$ cat src/rtl/uart_rx_frame_ctrl.sv
// Frame sequencer behind the UART receiver: parses HDR0 HDR1 CMD LEN payload CHK,
// forwards payload bytes and reports each frame's outcome with a done pulse.
module uart_rx_frame_ctrl #(
  parameter logic [7:0]  P_HDR0           = 8'h55,
  parameter logic [7:0]  P_HDR1           = 8'hAA,
  parameter int unsigned P_MAX_LEN        = 64,
  parameter int unsigned P_TIMEOUT_CYCLES = 100_000
) (
  input  logic       i_clk,
  input  logic       i_rst,
  input  logic [7:0] i_rx_data,
  input  logic       i_rx_valid,
  output logic [7:0] o_payload_data,
  output logic       o_payload_valid,
  output logic       o_payload_last,
  output logic [7:0] o_frame_cmd,
  output logic [7:0] o_frame_len,
  output logic       o_frame_done,
  output logic [1:0] o_frame_err,
  output logic       o_busy
);

  localparam int unsigned TO_W = $clog2(P_TIMEOUT_CYCLES);
  localparam logic [TO_W-1:0] TO_LAST = TO_W'(P_TIMEOUT_CYCLES - 1);
  localparam logic [7:0] MAX_LEN = 8'(P_MAX_LEN);

  localparam logic [1:0] ERR_OK      = 2'd0;
  localparam logic [1:0] ERR_CHK     = 2'd1;
  localparam logic [1:0] ERR_LEN     = 2'd2;
  localparam logic [1:0] ERR_TIMEOUT = 2'd3;

  typedef enum logic [2:0] {
    S_IDLE,
    S_HDR1,
    S_CMD,
    S_LEN,
    S_PAYLOAD,
    S_CHK
  } state_t;

  state_t          state;
  logic [7:0]      sum;
  logic [7:0]      pay_cnt;
  logic [TO_W-1:0] to_cnt;

  // A received byte always takes priority over an expiring inter-byte timeout.
  always_ff @(posedge i_clk or posedge i_rst) begin
    if (i_rst) begin
      state           <= S_IDLE;
      sum             <= '0;
      pay_cnt         <= '0;
      to_cnt          <= '0;
      o_payload_data  <= '0;
      o_payload_valid <= 1'b0;
      o_payload_last  <= 1'b0;
      o_frame_cmd     <= '0;
      o_frame_len     <= '0;
      o_frame_done    <= 1'b0;
      o_frame_err     <= ERR_OK;
      o_busy          <= 1'b0;
    end else begin
      o_payload_valid <= 1'b0;
      o_payload_last  <= 1'b0;
      o_frame_done    <= 1'b0;

      if (i_rx_valid) begin
        to_cnt <= '0;
        case (state)
          S_IDLE: begin
            if (i_rx_data == P_HDR0) begin
              state  <= S_HDR1;
              o_busy <= 1'b1;
            end
          end

          S_HDR1: begin
            if (i_rx_data == P_HDR1) begin
              state <= S_CMD;
            end else if (i_rx_data != P_HDR0) begin
              state  <= S_IDLE;
              o_busy <= 1'b0;
            end
          end

          S_CMD: begin
            o_frame_cmd <= i_rx_data;
            sum         <= i_rx_data;
            state       <= S_LEN;
          end

          S_LEN: begin
            o_frame_len <= i_rx_data;
            sum         <= sum + i_rx_data;
            pay_cnt     <= '0;
            if (i_rx_data > MAX_LEN) begin
              o_frame_done <= 1'b1;
              o_frame_err  <= ERR_LEN;
              state        <= S_IDLE;
              o_busy       <= 1'b0;
            end else if (i_rx_data == 8'd0) begin
              state <= S_CHK;
            end else begin
              state <= S_PAYLOAD;
            end
          end

          // Payload goes out before the checksum is known; err tells the consumer to drop it.
          S_PAYLOAD: begin
            o_payload_data  <= i_rx_data;
            o_payload_valid <= 1'b1;
            sum             <= sum + i_rx_data;
            pay_cnt         <= pay_cnt + 8'd1;
            if (pay_cnt == o_frame_len - 8'd1) begin
              o_payload_last <= 1'b1;
              state          <= S_CHK;
            end
          end

          S_CHK: begin
            o_frame_done <= 1'b1;
            o_frame_err  <= (i_rx_data == sum) ? ERR_OK : ERR_CHK;
            state        <= S_IDLE;
            o_busy       <= 1'b0;
          end

          default: begin
            state  <= S_IDLE;
            o_busy <= 1'b0;
          end
        endcase
      end else if (state == S_IDLE) begin
        to_cnt <= '0;
      end else if (to_cnt == TO_LAST) begin
        to_cnt       <= '0;
        o_frame_done <= 1'b1;
        o_frame_err  <= ERR_TIMEOUT;
        state        <= S_IDLE;
        o_busy       <= 1'b0;
      end else begin
        to_cnt <= to_cnt + TO_W'(1);
      end
    end
  end

endmodule

$ cat config.mk
export PLATFORM = sky130hd
export DESIGN_NAME = uart_rx_frame_ctrl
export DESIGN_NICKNAME = d
export VERILOG_FILES = /design/src/rtl/uart_rx_frame_ctrl.sv
export SDC_FILE = /design/constraint.sdc
export NUM_CORES = 1
export LEC_CHECK = 0
export ABC_AREA = 1
export CAP_MARGIN = 5
export CORE_MARGIN = 5
export CORE_UTILIZATION = 57
export CTS_CLUSTER_DIAMETER = 120
export DETAILED_ROUTE_END_ITERATION = 12
export PLACE_DENSITY = 0.8
export SYNTH_ARGS = -nofsm -noshare
export SYNTH_HDL_FRONTEND = slang
export SYNTH_SLANG_ARGS = --single-unit
export TNS_END_PERCENT = 20
$ cat constraint.sdc
create_clock -name i_clk -period 2.46 [get_ports i_clk]
set_input_delay 0.492 -clock i_clk [delete_from_list [all_inputs] [get_ports i_clk]]
set_output_delay 0.492 -clock i_clk [all_outputs]
set_load 0.02 [all_outputs]
Word-level counts from Yosys, hierarchy flattened

Cells that the tools add are included.

Divide/modulo/power cells: 0
Eq/ne operators: 20
$add $sub $neg: 4
Shift operators: 0
Multiply operators: 0
Order comparisons: 1
Muxes and demuxes: 39
Reductions and logical operators: 15
Bitwise logic cells: 0

Operator list:

| operator              | count |
|---|---|
| $mux 17               | 3 |
| $pmux 8 s2            | 2 |
| $mux 3                | 8 |
| $mux 1                | 18 |
| $add 17x1->17 const B | 1 |
| $eq 17x17->1 const B  | 1 |
| $eq 8x8->1            | 2 |
| $pmux 3 s5            | 1 |
| $ne 3x3->1 const B    | 4 |
| $reduce_and 2->1      | 5 |
| $add 8x1->8 const B   | 1 |
| $add 8x8->8           | 1 |
| $eq 8x7->1 const B    | 1 |
| $eq 8x8->1 const B    | 1 |
| $gt 8x7->1 const B    | 1 |
| $logic_not 8->1       | 1 |
| $mux 2                | 4 |
| $ne 8x7->1 const B    | 1 |
| $sub 8x1->8 const B   | 1 |
| $reduce_and 7->1      | 1 |
| $eq 3x2->1 const B    | 2 |
| $eq 3x3->1 const B    | 2 |
| $ne 2x2->1 const B    | 3 |
| $reduce_bool 2->1     | 3 |
| 10 further kinds      | 11 |

Input bits: 11
Bits in read-only memories: 0
Memories: 0
Bits in writable memories: 0
Word-level logic and storage cells: 91
Bits in latches: 0
Register bits after elaboration: 66

Logic depth before layout (Yosys ltp)

Depth after elaboration: 5
Mapped depth: 14
Depth with buffers taken out: 14

Worst setup path after synthesis

No wires, ideal clock.

Kind: flip-flop to flip-flop
Start: register o_frame_len[0]
End: register state[2]
Data required time: 2.343 ns
Clock period less this slack: 1.738 ns
Path slack: 0.722 ns
Library setup time: 0.117 ns
Data arrival time: 1.621 ns
Cell stages (with the launch flop): 15
Cell sequence: dfrtp_1 inv_1 ha_1 inv_1 nand2_1 nand2_1 nand2_1 nor2_1 nand3_1 nor2_1 nand2_1 nand2_1 nand2_1 nand2_1 nand2_1

Word-level cells in the longest chain between the ends: 4

RTL lines:

| what                              | line | source |
|---|---|---|
| start: declaration                | 17   | `output logic [7:0] o_frame_len,` |
| start signal: assignment          | 92   | `o_frame_len <= i_rx_data;` |
| $sub 8x1->8                       | 113  | `if (pay_cnt == o_frame_len - 8'd1) begin` |
| $eq 8x8->1                        | 113  |  |
| $ne 3x3->1 (no source line)       | --   |  |
| $reduce_and 5->1 (no source line) | --   |  |
| end signal: assignment            | 115  | `state <= S_CHK;` |
| end signal: assignment            | 122  | `state <= S_IDLE;` |
| end signal: assignment            | 127  | `state <= S_IDLE;` |
| end: declaration                  | 41   | `state_t state;` |

No other way between the ends.
A chain may end at the register's enable or synchronous reset.

Worst setup path after layout

Start: register o_frame_len[6]
End: output port o_frame_len[6]

No word-level cell between the ends.

==> flow_summary.json <==
{
  "run_status": "finished, final reports clean",
  "gp_routability_congestion": 0.942,
  "timing.critical_path.fanout_max": 5,
  "grt_pass1_vias": 3353,
  "inserted_diodes": 0,
  "setup-tns-final_ps": 0,
  "global_route.overflow_total": 0,
  "postSynthCellCount": 477,
  "synth_flop_cell": "sky130_fd_sc_hd__dfrtp_1",
  "slew_headroom": 0.731,
  "startpoint_types": "flip-flop",
  "antenna_violating_nets_post_route": 0,
  "syn_to_final_growth_pct": 20.0,
  "yosys.cell_count.top_type": "sky130_fd_sc_hd__nand2_1",
  "clock_tree.htree_level_count": 3,
  "worstRegToRegCells": 11,
  "critical_path.max_stage_delay_ps": 650,
  "critPathKind": "reg2out",
  "die-height_um": 91.1,
  "worst_pin_slew_ps": 403,
  "synth_area_um2": 3750,
  "clock.fmax_ghz": 0.509,
  "leakage_nw": 2.09,
  "cts.clk_slew.worst_paths_ps": 80,
  "drc": 0,
  "die-area_um2": 8310,
  "synth-seq-cells": 66,
  "final_layout_size_suffix_gt1_frac": 0.112,
  "reg2reg_to": "state[0]",
  "avgSynthCellArea_um2": 7.87,
  "finalWirelength_um": 8800,
  "synth.lib_cells_used.distinct": 40,
  "yosysTopAreaCellShare": 0.440,
  "crit_family": "buffers and inverters",
  "synth.cells.most_frequent": "sky130_fd_sc_hd__nand2_1, sky130_fd_sc_hd__dfrtp_1, sky130_fd_sc_hd__inv_1",
  "timing.final.hold_violations": 0,
  "fin_nets": 553,
  "rows": 29,
  "grt_pass1_wl_um": 15300,
  "worst_clock_skew_ps": 10.3,
  "hpwl_um": 6550,
  "r2r_slack_ps": 540,
  "grt_start_max_net_pins": 30,
  "slowest_stage": "sky130_fd_sc_hd__clkdlybuf4s50_1",
  "antenna_found_initial": 0,
  "post_cts.resized_instances": 0,
  "route.detailed.vias_per_inst": 5.44,
  "ctsRootBufferMaster": "sky130_fd_sc_hd__clkbuf_8",
  "finalCritPeriodShare": 0.799,
  "postCtsSetupBuffers": 0,
  "worst_setup_path_end_kind": "output pin",
  "synth-edff-count": 0,
  "design.core.area_um2": 6390,
  "tritoncts.num_buffers": 9,
  "dr_iter_0_viols": 216,
  "period_minus_slack_ps": 1970,
  "initial_core_utilization": 0.588,
  "worstPathCellList": "clkdlybuf4s50_1",
  "worst_setup_path_endpoint": "o_frame_len[6]",
  "async_reset_ff_frac": 1.00,
  "clock_tree_from_tritoncts": "built",
  "synth.largest_area_cell": "sky130_fd_sc_hd__dfrtp_1",
  "drt_pass1_iterations": 5,
  "timing.hold.worst.class": "in2async",
  "synth.net_count": 499,
  "port_buffers": 40,
  "worst-path-buf-inv": 1,
  "top_level_ports": 41,
  "worstPathRequired_ps": 1970,
  "num_vias": 3335,
  "grt_util_all_layers": 0.227,
  "reg2reg_from": "o_frame_len[0]",
  "clk_latency_ps": 360,
  "power.ir.vdd_worst_v": 0.000999,
  "numClockSinks": 66,
  "crit_path_arrival_time_ps": 1470,
  "setup-violations-final": 0,
  "worst_setup_path_startpoint": "o_frame_len[6]",
  "ys_top_cells_by_area": "sky130_fd_sc_hd__dfrtp_1, sky130_fd_sc_hd__nand2_1, sky130_fd_sc_hd__inv_1, sky130_fd_sc_hd__o21ai_0, sky130_fd_sc_hd__nor2_1",
  "max_cap_violations": 0,
  "wire_per_inst_um": 14.4,
  "ctsHoldBuffers": 0,
  "ys_seq_area_frac": 0.440,
  "power_per_cell_area_nw_per_um2": 1090,
  "cp_num_cells": 1,
  "rsz0062_at_grt": "false",
  "fp.dieW_um": 91.1,
  "power_mw": 4.92,
  "finalMaxSlewViolations": 0,
  "ctsLongestPathBuffers": 2,
  "yosysWarnings": 0
}
[routing by layer]
metal | share of wire | vias up | global-route usage | routed length, um
met4 | 0.025 | 0 | 0.0954 | 218
met3 | 0.045 | 21 | 0.0521 | 396
li1 | - | 1662 | - | -
met1 | 0.47 | 1568 | 0.309 | 4160
met5 | 0 | - | 0 | 0
met2 | 0.46 | 84 | 0.349 | 4030
[state kept, by name, indices dropped and copies added, names as in the netlist]
name and count:
o_busy 1, o_frame_cmd 8, o_frame_done 1, o_frame_err 2, o_frame_len 8, o_payload_data 8
o_payload_last 1, o_payload_valid 1, pay_cnt 8, state 3, sum 8, to_cnt 17
[final cells by class]
class | count | area (um2)
multi-input cells | 340 | 1820
flip-flops and latches | 66 | 1650
clock buffers | 9 | 124
repair buffers | 51 | 495
inverters | 63 | 241
fillers | 505 | 1880
clock inverters | 7 | 76.3
well taps | 77 | 96.3
[cell usage in the layout, fill, tap and decap left out, types with 6 or more instances in the layout]
cell type                         count
sky130_fd_sc_hd__nand2_1            108
sky130_fd_sc_hd__dfrtp_1             66
sky130_fd_sc_hd__inv_1               56
sky130_fd_sc_hd__nor2_1              47
sky130_fd_sc_hd__clkdlybuf4s50_1     40
sky130_fd_sc_hd__o21ai_0             36
sky130_fd_sc_hd__nand3_1             30
sky130_fd_sc_hd__a21oi_1             16
sky130_fd_sc_hd__nor3_1              13
sky130_fd_sc_hd__nand4_1             10
sky130_fd_sc_hd__ha_1                10
sky130_fd_sc_hd__buf_4               10
sky130_fd_sc_hd__a31oi_1              9
sky130_fd_sc_hd__clkbuf_8             9
sky130_fd_sc_hd__nor2_2               7
sky130_fd_sc_hd__inv_2                6
sky130_fd_sc_hd__xnor2_1              6
[power breakdown]
group          switching (mW)  internal (mW)
Sequential              0.277           1.42
Clock                   0.465          0.474
Combinational            1.35          0.935
[worst reg2reg max path, stage by stage (launching register included)]
cell and delay, ps:
sky130_fd_sc_hd__dfrtp_1 410, sky130_fd_sc_hd__inv_1 160, sky130_fd_sc_hd__ha_1 240, sky130_fd_sc_hd__nand3_1 150, sky130_fd_sc_hd__o21ai_0 200, sky130_fd_sc_hd__nand3_1 100
sky130_fd_sc_hd__nor2_1 110, sky130_fd_sc_hd__nand2_1 100, sky130_fd_sc_hd__nand2_1 120, sky130_fd_sc_hd__nand2_1 100, sky130_fd_sc_hd__nand2_1 70, sky130_fd_sc_hd__nand2_1 50
[worst min path at each step]
stage                              start             end  slack (ps)
final                              i_rst  o_frame_cmd[2]         440
after global routing               i_rst  o_frame_cmd[2]         450
after CTS                          i_rst  o_frame_cmd[2]         440
after detailed placement  o_frame_err[0]  o_frame_err[0]         460
after global placement         to_cnt[0]       to_cnt[0]         450
after floorplan                to_cnt[0]       to_cnt[0]         430
[cells by family after synthesis]
group	after synthesis	synth area share
XOR/XNOR	11	0.0257
buffers and inverters	71	0.0757
AO/OA/AOI/OAI	77	0.112
flip-flops	66	0.440
AND/OR/NAND/NOR	241	0.307
adder cells (fa/ha/maj)	11	0.0387
[stage by stage]
step                setup slack (ps)  utilization  std cells  instance area [um2]  hold slack [ps]
floorplan                        313            -        477                 3750              432
CTS                              483        0.705        613                 4500              442
global placement                 205        0.674        597                 4300              447
detailed placement               163        0.674        597                 4300              459
finish                           495        0.705        613                 4500              439
global route                     325        0.705        613                 4500              454
Note: power is estimated with default switching activity, not from simulation.
